--- src/rtl/mem_arbiter.sv ---
// mem_arbiter: arbitrates one single-port RAM between instruction fetch and data access,
// with data-first fairness, a per-access wait timeout and abort-on-drop hit suppression.
module mem_arbiter #(
    parameter int unsigned TIMEOUT  = 255,
    parameter logic [31:0] BAD_WORD = 32'hBAD1BAD1
) (
    input  logic        CLK,
    input  logic        nRST,
    input  logic        iREN,
    input  logic [31:0] iaddr,
    input  logic        dREN,
    input  logic        dWEN,
    input  logic [31:0] daddr,
    input  logic [31:0] dstore,
    output logic        ihit,
    output logic        dhit,
    output logic [31:0] iload,
    output logic [31:0] dload,
    output logic        ram_ren,
    output logic        ram_wen,
    output logic [31:0] ram_addr,
    output logic [31:0] ram_store,
    input  logic [31:0] ram_load,
    input  logic        ram_ready,
    output logic        err
);
    typedef enum logic [1:0] {IDLE, BUSY_I, BUSY_D, DONE} state_t;
    state_t state;
    logic last_d, is_wr, dropped, grant_d, owner_req, timed_out, keep;
    logic [7:0] cnt;
    always_comb begin
        grant_d   = (dREN | dWEN) & ~(iREN & last_d);
        owner_req = (state == BUSY_D) ? (dREN | dWEN) : iREN;
        timed_out = ~ram_ready & (cnt + 8'd1 == 8'(TIMEOUT));
        keep      = ~dropped & owner_req;
    end
    always_ff @(posedge CLK or negedge nRST) begin
        if (!nRST) begin
            state     <= IDLE;
            last_d    <= 1'b0;
            is_wr     <= 1'b0;
            dropped   <= 1'b0;
            cnt       <= '0;
            err       <= 1'b0;
            ihit      <= 1'b0;
            dhit      <= 1'b0;
            ram_ren   <= 1'b0;
            ram_wen   <= 1'b0;
            iload     <= '0;
            dload     <= '0;
            ram_addr  <= '0;
            ram_store <= '0;
        end else begin
            case (state)
                IDLE: if (iREN | dREN | dWEN) begin
                    state    <= grant_d ? BUSY_D : BUSY_I;
                    last_d   <= grant_d;
                    is_wr    <= grant_d & dWEN;
                    ram_addr <= grant_d ? daddr : iaddr;
                    ram_ren  <= ~(grant_d & dWEN);
                    ram_wen  <= grant_d & dWEN;
                    cnt      <= '0;
                    dropped  <= 1'b0;
                    if (grant_d & dWEN) ram_store <= dstore;
                end
                BUSY_I, BUSY_D: begin
                    // a requester that lets go mid-access still lets the RAM finish, but loses its hit
                    dropped <= ~keep;
                    if (!ram_ready) cnt <= cnt + 8'd1;
                    if (ram_ready | timed_out) begin
                        state   <= DONE;
                        ram_ren <= 1'b0;
                        ram_wen <= 1'b0;
                        err     <= err | timed_out;
                        ihit    <= keep & (state == BUSY_I);
                        dhit    <= keep & (state == BUSY_D);
                        if (keep && state == BUSY_I) iload <= ram_ready ? ram_load : BAD_WORD;
                        if (keep && state == BUSY_D && !is_wr) dload <= ram_ready ? ram_load : BAD_WORD;
                    end
                end
                default: begin
                    state <= IDLE;
                    ihit  <= 1'b0;
                    dhit  <= 1'b0;
                end
            endcase
        end
    end
endmodule

--- config.mk ---
export PLATFORM = sky130hd
export DESIGN_NAME = mem_arbiter
export DESIGN_NICKNAME = d
export VERILOG_FILES = /design/src/rtl/mem_arbiter.sv
export SDC_FILE = /design/constraint.sdc
export NUM_CORES = 1
export LEC_CHECK = 0
export CAP_MARGIN = 20
export CORE_MARGIN = 5
export CORE_UTILIZATION = 40
export CTS_CLUSTER_DIAMETER = 150
export DETAILED_ROUTE_END_ITERATION = 12
export GPL_ROUTABILITY_DRIVEN = 1
export HOLD_SLACK_MARGIN = 0.1
export PLACE_DENSITY = 0.74
export SLEW_MARGIN = 20
export SYNTH_ARGS = -nofsm -noshare
export SYNTH_HDL_FRONTEND = slang
export SYNTH_SLANG_ARGS = --single-unit
--- constraint.sdc ---
create_clock -name CLK -period 2.6 [get_ports CLK]
set_input_delay 0.52 -clock CLK [delete_from_list [all_inputs] [get_ports CLK]]
set_output_delay 0.52 -clock CLK [all_outputs]
set_load 0.03 [all_outputs]
# [Word level (Yosys, flattened, before mapping)]
# Index checks and enable logic that the tools add are counted.
# W data, S select, Z words.
[op_classes] add_sub_neg=1 mux=21 n_bitwise=18 eq_ne=6 reduce_logical=17
[op_table] cell="$mux W32" n=2
[op_table] cell="$mux W8" n=2
[op_table] cell="$pmux W8 S2" n=1
[op_table] cell="$reduce_and A3 Y1" n=5
[op_table] cell="$pmux W1 S2" n=5
[op_table] cell="$reduce_and A2 Y1" n=5
[op_table] cell="$add A8 B1 Y8 const B" n=1
[op_table] cell="$eq A8 B8 Y1 const B" n=1
[op_table] cell="$and A1 B1 Y1" n=7
[op_table] cell="$mux W1" n=7
[op_table] cell="$mux W2" n=3
[op_table] cell="$ne A2 B2 Y1 const B" n=3
[op_table] cell="$not A1 Y1" n=6
[op_table] cell="$or A1 B1 Y1" n=5
[op_table] cell="$pmux W2 S2" n=1
[op_table] cell="$logic_and A1 B1 Y1" n=3
[op_table] cell="$eq A2 B1 Y1 const B" n=1
[op_table] cell="$eq A2 B2 Y1 const B" n=1
[op_table] cell="$logic_not A2 Y1" n=1
[op_table] cell="$reduce_bool A2 Y1" n=1
[op_table] cell="$reduce_or A2 Y1" n=1
[op_table] cell="$logic_not A1 Y1" n=1
[word_totals] input_bits=134 wordCells=77 output_inout_bits=133 ff_bits=146

# [Longest topological paths before layout]
# Gate-level depths: netlist of run 1.
[logic_depth] depth_word=7 depth_mapped=9 mapped_depth_nobuf=7

# [Worst setup path after synthesis of run 1]
# No wires, ideal clock.
[synth_timing] path_type="reg-to-reg" startpoint="register cnt[0]" endpoint="register state[0]" synth_period_minus_slack_ps=1938 arrival_ps=1810 required_time_ps=2472 setup_slack_ps=662 stages_incl_launch_ff=7 n_path_buf=0 setup_time_ps=128 path_cell_list="dfrtp_1 > ha_1 > inv_2 > nor4_2 > nor4_1 > a211oi_1 > mux2_1"
[synth_between] elab_chain_len=6
[synth_lines] item="from (decl)" line="30" source="logic [7:0] cnt;"
[synth_lines] item="from (signal assigned)" line="69" source="if (!ram_ready) cnt <= cnt + 8'd1;"
[synth_lines] item="$add A8 B1 Y8" line="34" source="timed_out = ~ram_ready & (cnt + 8'd1 == 8'(TIMEOUT));"
[synth_lines] item="$eq A8 B8 Y1" line="34"
[synth_lines] item="$and A1 B1 Y1" line="34"
[synth_lines] item="$or A1 B1 Y1" line="70" source="if (ram_ready | timed_out) begin"
[synth_lines] item="$ne A2 B2 Y1 (no source line)"
[synth_lines] item="$reduce_and A2 Y1 (no source line)"
[synth_lines] item="to (signal assigned)" line="56" source="state <= grant_d ? BUSY_D : BUSY_I;"
[synth_lines] item="to (decl)" line="28" source="state_t state;"
# No other way between the ends.
# A chain may end at the register's enable or synchronous reset.

# [Worst setup path after layout of run 1]
# Same ends and word-level chain as after synthesis.

==> results.toml, run 1 <==
[run_status]
status = "finished, final reports clean"

[setup_path]
worstSetupPathType = "flip-flop to flip-flop"
r2r_setup_slack_ps = 370
startpoint_type = "flip-flop"
arrival_ps = 2520
worstPathRequired_ps = 2900
end_kind = "flip-flop"
crit_path_max_fanout = 8

[synthesis]
synth_cell_types = 52
ys_seq_area_share_pct = 51.6
yosys_register_bits = 146
syn_avg_cell_area_um2 = 10.2
synth_edf_count = 0
yosysWarnings = 0
ys.flop_type = "dfrtp_1"
synth_most_common_cell = "dfrtp_1"
yosysTopAreaCellShare_pct = 51.6
synthTopCellsByArea = "dfrtp_1 (52%), mux2_2 (5.4%), o21ai_0 (5.0%)"
synth_fp_nets = 832
syn_area_um2 = 7070
synth_commonest_cells = "dfrtp_1 (146), o21ai_0 (70), nor2_1 (66), nand2_1 (60), a21oi_1 (39)"
syn_inst = 692
synth_top_area_cell = "dfrtp_1"
async_flop_share_pct = 100

[pwr]
power.density_nw_per_um2 = 1170
p_leak_nw = 4.54
finalPower_mw = 12.5
vdd_ir_drop_max_uv = 634

[placement]
portBuffers = 266
gp_congestion = 0.793
dp_hpwl_mm = 15.6

[finish]
num_antenna_cells = 0
num-fill-cells = 1480
nets = 1089
drive_gt1_share_pct = 12.3
syn_to_final_growth_pct = 50.7

[clocking]
clock_sinks = 146
path_clk_slew_ps = 60
cts_tree = "built"
clk_latency_ps = 420
ctsHtreeMaxLevel = 4
cts_buffers = 17
clockBufferDepth = 2
post-cts-setup-buffers = 0
cts_root_buf = "clkbuf_16"

[global_routing]
globalRouteOverflowTotal = 0
grt_max_degree = 129
antenna_found_initial = 0
grt_usage_pct = 20.4
grt_pass1_wl_mm = 32.6
grt_pass1_vias = 5966

[timing]
drv_slew = 0
skew_ps = 9.60
setup_violations = 0
rsz0062_at_grt = "no"
max_freq_mhz = 449
hold_viol_final = 0
post-route-period-util_pct = 85.6
max_slew_margin_pct = 61.3
fin_tns_setup_ps = 0
tightest_slew_ps = 581
finalCriticalPeriod_ps = 2230

[route]
vias_per_cell = 5.13
drt-wirelength-per-cell_um = 17.8
drt-total-wl_mm = 21.1
firstDrtPassIters = 4
drt-initial-drc-count = 373
ant_nets = 0
drc = 0
dr_total_vias = 6086

[floorplan]
die_area_um2 = 20400
ios = 267
core_area_um2 = 17300
dieWidth_um = 143
start_util_pct = 40.9
die_h_um = 143
fp-row-count = 48

[worst_hold_path]
hold_class = "flip-flop to flip-flop"

[flow_run]
max-cap-violations = 0
state kept, by name, indices dropped and copies added, names as in the netlist:
name,cells
dload,32
state,2
dhit,1
last_d,1
ram_wen,1
err,1
ihit,1
ram_store,32
is_wr,1
ram_addr,32
dropped,1
ram_ren,1
cnt,8
iload,32
path summary, 6_finish.rpt:
check                                         start                         to  cells after the start
setup / recovery                 cnt[0]$_DFFE_PN0P_       state[0]$_DFFE_PN0P_                      6
hold / removal             ram_addr[22]$_DFFE_PN0P_   ram_addr[22]$_DFFE_PN0P_                      2
setup reg to reg                 cnt[0]$_DFFE_PN0P_       state[0]$_DFFE_PN0P_                      6
hold reg to reg            ram_addr[22]$_DFFE_PN0P_   ram_addr[22]$_DFFE_PN0P_                      2
max in group asynchronous                      nRST    ram_addr[1]$_DFFE_PN0P_                      3
min in group asynchronous                      nRST  ram_store[15]$_DFFE_PN0P_                      2
layout by cell type (no fill, tap or decap), drive strengths merged, types with 3 or more instances in the layout:
cell,Yosys,final
nor3b,19,19
mux2,35,35
a21oi,39,39
o311ai,14,14
inv,21,29
o21ai,76,76
buf,20,25
a211oi,20,20
nor2,66,66
nor4,3,3
and3,16,16
nand2b,18,18
clkbuf,32,17
bufinv,0,3
o31ai,3,3
mux2i,33,33
or2,3,3
nand3,19,19
clkdlybuf4s50,0,264
nand3b,19,19
nand2,60,60
ha,6,6
dfrtp,146,146
critical path, cell delays in order (launching register included):
cell and delay (ps):
dfrtp_1 450, ha_1 310, inv_2 90, nor4_2 370, nor4_1 140, a211oi_1 380, mux2_1 360
area by class of cell:
class	count	area, um2	area share (%)
Timing Repair Buffer	290	2920	27.4
Sequential cell	146	3650	34.3
Clock inverter	15	196	1.84
Tap cell	225	282	2.64
Clock buffer	17	425	3.99
Inverter	21	78.8	0.739
Multi-Input combinational cell	473	3110	29.1
metrics by stage:
stage          std cells  area, um2  hold slack (ps)  utilization [%]  worst slack (ps)
3_3_place_gp        1154      10000              461             58.0               217
6_report            1187      10700              476             61.6               375
5_1_grt             1187      10700              498             61.6               150
2_1_floorplan        692       7070              224                -               662
4_1_cts             1187      10700              484             61.6               382
3_5_place_dp        1154      10000              469             58.0               139
where the power goes:
| part | switching, mW | internal (mW) | total, mW |
|---|---|---|---|
| logic | 3.51 | 2.62 | 6.13 |
| registers | 0.579 | 3.16 | 3.74 |
| clock network | 1.05 | 1.54 | 2.59 |
per-layer routing:
metal  GRT usage [%]  part of all wire, %  up-vias
met2            32.0                   47      244
met4            6.85                  2.2        0
li1                -                    -     2944
met5               0                    0        -
met1            27.0                   42     2875
met3            6.26                  9.1       23
cells by family after synthesis:
kind of cell | Yosys count | share of synthesized area [%]
AND/OR/NAND/NOR | 233 | 16.8
AO/OA/AOI/OAI | 164 | 15.2
flip-flops | 146 | 51.6
buffers and inverters | 73 | 4.79
multiplexers | 68 | 10.2
adder cells (fa/ha/maj) | 6 | 1.06
XOR/XNOR | 2 | 0.248
what timing repair did:
| item | in CTS | in global routing |
|---|---|---|
| hold buffers | 1 | 0 |
| resized for setup | 0 | 0 |
| endpoints found under the hold margin | 50 | 0 |
Note: power is estimated with default switching activity, not from simulation.
==> run 2: changes to the inputs <==
--- a/config.mk
+++ b/config.mk
@@ -6,13 +6,16 @@
 export NUM_CORES = 1
 export LEC_CHECK = 0
 export CAP_MARGIN = 20
-export CORE_MARGIN = 5
-export CORE_UTILIZATION = 40
+export CELL_PAD_IN_SITES_DETAIL_PLACEMENT = 2
+export CELL_PAD_IN_SITES_GLOBAL_PLACEMENT = 2
+export CORE_MARGIN = 8
+export CORE_UTILIZATION = 26
 export CTS_CLUSTER_DIAMETER = 150
 export DETAILED_ROUTE_END_ITERATION = 12
 export GPL_ROUTABILITY_DRIVEN = 1
 export HOLD_SLACK_MARGIN = 0.1
-export PLACE_DENSITY = 0.74
+export PLACE_DENSITY_LB_ADDON = 0.1
+export SKIP_CTS_REPAIR_TIMING = 1
 export SLEW_MARGIN = 20
 export SYNTH_ARGS = -nofsm -noshare
 export SYNTH_HDL_FRONTEND = slang
==> run 2 against run 1 <==
Final area increased by 1.1%; clock skew up 6.7 ps; global-route usage shrank 3.8 points; die area grew 60%; critical path depth rose by 1; utilization is 21 points lower; count of clock-buffer cells in the layout unchanged; maximum frequency fell by 3.7%; combinational power up 2%; non-clock buffer count decreased by 6; worst setup slack worse by 86 ps.
==> results.toml, run 2 (same netlist as run 1, synthesis figures left out) <==
[floorplan]
die_h_um = 181
core_area_um2 = 26800
fp-row-count = 60
ios = 267
dieWidth_um = 181
die_area_um2 = 32700
start_util_pct = 26.4

[global_routing]
globalRouteOverflowTotal = 0
grt_usage_pct = 16.6
grt.busiest_layer = "met2"
grt_max_degree = 129
grt_util_met2_pct = 28.0
grt_pass1_vias = 7435
grt_pass1_wl_mm = 43.1
use_met1_pct = 18.6
antenna_found_initial = 3
gr-usage-met3_pct = 7.82

[setup_path]
startpoint_type = "flip-flop"
r2r_end = "iload[25]$_DFFE_PN0P_"
crit_path_max_fanout = 36
r2r_setup_slack_ps = 290
worstSetupPathType = "flip-flop to flip-flop"
timing.rr.start = "cnt[1]$_DFFE_PN0P_"
reg2reg_depth = 7
end_kind = "flip-flop"
arrival_ps = 2640
worstPathRequired_ps = 2930

[timing]
hold_viol_final = 0
max_freq_mhz = 433
post-route-period-util_pct = 88.9
fin_tns_setup_ps = 0
rsz0062_at_grt = "no"
tightest_slew_ps = 644
setup_violations = 0
drv_slew = 0
finalCriticalPeriod_ps = 2310
skew_ps = 16.3
max_slew_margin_pct = 57.1

[route]
dr_total_vias = 6287
vias_per_cell = 4.85
drc = 0
drt-total-wl_mm = 27.1
firstDrtPassIters = 4
drt-wirelength-per-cell_um = 20.9
ant_nets = 0
drt-initial-drc-count = 268

[finish]
num-fill-cells = 2805
nets = 1083
syn_to_final_growth_pct = 52.3
drive_gt1_share_pct = 11.9
num_antenna_cells = 0
layout_common_cells = "clkdlybuf4s50_1 (264), dfrtp_1 (146), o21ai_0 (69)"
final_common_cell = "clkdlybuf4s50_1"

[pwr]
p_leak_nw = 4.52
vdd_ir_drop_max_uv = 561
power.density_nw_per_um2 = 1180
finalPower_mw = 12.7

[clocking]
clk_latency_ps = 430
path_clk_slew_ps = 80
ctsHtreeMaxLevel = 4
cts_buffers = 17
cts_root_buf = "clkbuf_16"
cts_tree = "built"
clockBufferDepth = 2
clock_sinks = 146

[worst_hold_path]
hold_class = "flip-flop to flip-flop"
whs_path_depth = 2
min_to = "ram_addr[20]$_DFFE_PN0P_"
hp-start = "ram_addr[20]$_DFFE_PN0P_"

[placement]
dp_hpwl_mm = 20.1
gp_congestion = 0.736
portBuffers = 266

[run_status]
status = "finished, final reports clean"

[flow_run]
max-cap-violations = 0
==> run 2: cell count changes in the layout (fill, tap and decap cells not counted), sizes merged <==
cell	delta
buf	-6
inv	+4
bufinv	-2
clkinvlp	-2
==> run 2: stage by stage <==
step	util [%]	instance area [um2]	cells	setup slack, ps	hold slack (ps)
2_1_floorplan	-	7070	692	662	224
3_3_place_gp	37.9	10100	1264	142	463
3_5_place_dp	37.9	10100	1264	17.2	476
4_1_cts	40.1	10800	1296	183	77.8
5_1_grt	40.2	10800	1297	51.0	525
6_report	40.2	10800	1297	288	487
==> run 2: worst max-delay path: stages (launching register included) <==
cell      delay, ps
dfrtp_1         470
ha_1            350
inv_2           100
nor4_2          350
a311oi_2        110
or2_1           240
buf_4           280
a211oi_1        290
==> run 2: where the power goes <==
part           switching (mW)  internal [mW]
Combinational            3.65           2.61
Sequential              0.651           3.16
Clock                    1.19           1.39
Total                    5.50           7.16
==> run 2: area by class of cell <==
class                      count  area [um2]  area share, %
sequential                   146        3650           33.9
multi-input combinational    473        3120           29.0
timing repair buffer         284        2890           26.8
tap                          341         427           3.96
clock buffer                  17         425           3.95
clock inverter                15         183           1.70
inverter                      21        78.8          0.732
==> run 2: worst max path at each step <==
stage / startpoint / end / slack, ps / cells after the start
floorplan: cnt[0]$_DFFE_PN0P_ / state[0]$_DFFE_PN0P_ / 660 / 6
global placement: iREN / cnt[5]$_DFFE_PN0P_ / 140 / 6
CTS: state[1]$_DFFE_PN0P_ / cnt[2]$_DFFE_PN0P_ / 180 / 7
global route: cnt[0]$_DFFE_PN0P_ / iload[0]$_DFFE_PN0P_ / 50 / 6
detailed placement: dWEN / cnt[5]$_DFFE_PN0P_ / 20 / 6
finish: cnt[1]$_DFFE_PN0P_ / iload[25]$_DFFE_PN0P_ / 290 / 7
==> run 2: layer usage <==
metal	share of wire, %	wire [um]	up-vias
li1	-	-	2925
met1	41	11100	3146
met2	48	13000	188
met3	9.9	2680	22
met4	0.91	248	6
met5	0.16	44	-
==> run 3: changes to the inputs <==
--- a/config.mk
+++ b/config.mk
@@ -5,11 +5,12 @@
 export SDC_FILE = /design/constraint.sdc
 export NUM_CORES = 1
 export LEC_CHECK = 0
+export ABC_AREA = 1
 export CAP_MARGIN = 20
 export CELL_PAD_IN_SITES_DETAIL_PLACEMENT = 2
 export CELL_PAD_IN_SITES_GLOBAL_PLACEMENT = 2
 export CORE_MARGIN = 8
-export CORE_UTILIZATION = 26
+export CORE_UTILIZATION = 24
 export CTS_CLUSTER_DIAMETER = 150
 export DETAILED_ROUTE_END_ITERATION = 12
 export GPL_ROUTABILITY_DRIVEN = 1
==> run 3 against run 2 <==
Combinational power is 7.2% higher; count of clock-buffer cells in the layout is 3 higher; die area is 1.5% lower; final cell count is 2.8% higher; non-clock buffer count is 1 higher; worst hold slack worse by 17 ps; global-route usage is 1.1 points lower; largest power group unchanged; highest routed layer is now met4.
==> results.toml, run 3 <==
[run_status]
status = "finished, final reports clean"

[synthesis]
yosysTopAreaCellShare_pct = 56.9
synth_most_common_cell = "nand2_1"
yosys_register_bits = 146
synth_fp_nets = 850
yosysWarnings = 0
synth_cell_types = 26
synth_top_area_cell = "dfrtp_1"
syn_avg_cell_area_um2 = 9.05
syn_inst = 710
synthTopCellsByArea = "dfrtp_1 (57%), nand2_1 (16%), mux2_2 (5.6%)"
synth_edf_count = 0
ys_seq_area_share_pct = 56.9
synth_commonest_cells = "nand2_1 (270), dfrtp_1 (146), nand3_1 (60), nor2_1 (44), inv_1 (39)"
ys.flop_type = "dfrtp_1"
syn_area_um2 = 6420
async_flop_share_pct = 100

[placement]
portBuffers = 266
postPlaceCellArea_um2 = 9520
gp_congestion = 0.684
dp_hpwl_mm = 18.4

[finish]
final_common_cell = "nand2_1"
layout_common_cells = "nand2_1 (270), clkdlybuf4s50_1 (265), dfrtp_1 (146)"
syn_to_final_growth_pct = 58.1
fin_util_pct = 38.1
nets = 1118
multi_input_area_um2 = 2420
regArea_um2 = 3650
num-fill-cells = 2954
drive_gt1_share_pct = 10.9
postLayoutCellArea_um2 = 10200

[clocking]
cts_buffers = 17
cts_root_buf = "clkbuf_16"
ctsHtreeMaxLevel = 4
clock_sinks = 146
path_clk_slew_ps = 60
clk_latency_ps = 420
clockBufferDepth = 2
cts_tree = "built"

[floorplan]
ios = 267
die_h_um = 180
start_util_pct = 24.1
core_area_um2 = 26700
dieWidth_um = 180
fp-row-count = 60
die_area_um2 = 32300

[route]
drc = 0
drt-total-wl_mm = 24.7
drt-initial-drc-count = 252
dr_total_vias = 5853
vias_per_cell = 4.39
drt-wirelength-per-cell_um = 18.5
firstDrtPassIters = 4
ant_nets = 0

[timing]
max_slew_margin_pct = 69.9
hold_slack_ps = 470
hold_viol_final = 0
drv_slew = 0
finalCriticalPeriod_ps = 2300
tightest_slew_ps = 452
fin_tns_setup_ps = 0
setup_violations = 0
skew_ps = 12.1
rsz0062_at_grt = "no"
max_freq_mhz = 435
post-route-period-util_pct = 88.5

[global_routing]
antenna_found_initial = 1
globalRouteOverflowTotal = 0
grt_pass1_wl_mm = 39.3
grt_usage_pct = 15.4
grt_max_degree = 67
grt_pass1_vias = 6562

[setup_path]
crit_path_max_fanout = 32
worstPathRequired_ps = 2900
arrival_ps = 2610
end_kind = "flip-flop"
startpoint_type = "flip-flop"
worstSetupPathType = "flip-flop to flip-flop"

[pwr]
p_leak_nw = 4.67
vdd_ir_drop_max_uv = 415
power.density_nw_per_um2 = 1310

[worst_hold_path]
hold_class = "flip-flop to flip-flop"

[flow_run]
max-cap-violations = 0
run 3: path summary, 6_finish.rpt:
kind,start,end,slack (ps),cells past startpoint
max in group asynchronous,nRST,ram_store[2]$_DFFE_PN0P_,1300,3
hold reg to reg,iload[28]$_DFFE_PN0P_,iload[28]$_DFFE_PN0P_,470,2
setup reg to reg,cnt[0]$_DFFE_PN0P_,iload[9]$_DFFE_PN0P_,300,10
hold / removal,iload[28]$_DFFE_PN0P_,iload[28]$_DFFE_PN0P_,470,2
setup / recovery,cnt[0]$_DFFE_PN0P_,iload[9]$_DFFE_PN0P_,300,10
min in group asynchronous,nRST,iload[10]$_DFFE_PN0P_,590,2
run 3: per-layer routing:
metal | track usage, % | vias to the layer above | routed length (um)
met2 | 24.1 | 177 | 11300
met5 | 0 | - | 0
met4 | 4.13 | 0 | 240
li1 | - | 2809 | -
met1 | 19.2 | 2851 | 11100
met3 | 6.75 | 16 | 2130
run 3: final cells by class:
cell class	count	area share, %
sequential	146	36.0
clock inverter	12	1.68
tap	341	4.20
inverter	40	1.48
multi-input combinational	488	23.9
timing repair buffer	285	28.3
clock buffer	20	4.50
antenna	1	0.0246
run 3: cells by family after synthesis:
logic type	after synthesis	share of synthesized area (%)
compound gates	50	4.69
fa+ha+maj	6	1.17
buf+inv	76	5.63
flops	146	56.9
mux	32	5.61
simple gates	400	26.0
run 3: stage by stage:
step | worst slack [ps] | cells | power (mW)
floorplan | 883 | 710 | 7.65
global placement | 241 | 1299 | 10.7
detailed placement | 193 | 1299 | 10.8
CTS | 192 | 1331 | 13.6
global route | 55.0 | 1333 | 14.2
finish | 300 | 1333 | 13.3
run 3: report_power, final:
group	leakage [nW]	switching (mW)	internal [mW]
clock network	0.297	1.07	1.59
logic	2.58	4.02	2.71
registers	1.79	0.590	3.32
run 3: critical path: stages, from the launching register on:
cell	delay [ps]
dfrtp_1	450
ha_1	260
nand3_1	160
o21ai_1	160
nand2_1	80
nor2_1	180
nand2_1	150
nand2_4	230
nand2_4	290
nand2_1	140
nand2_1	60
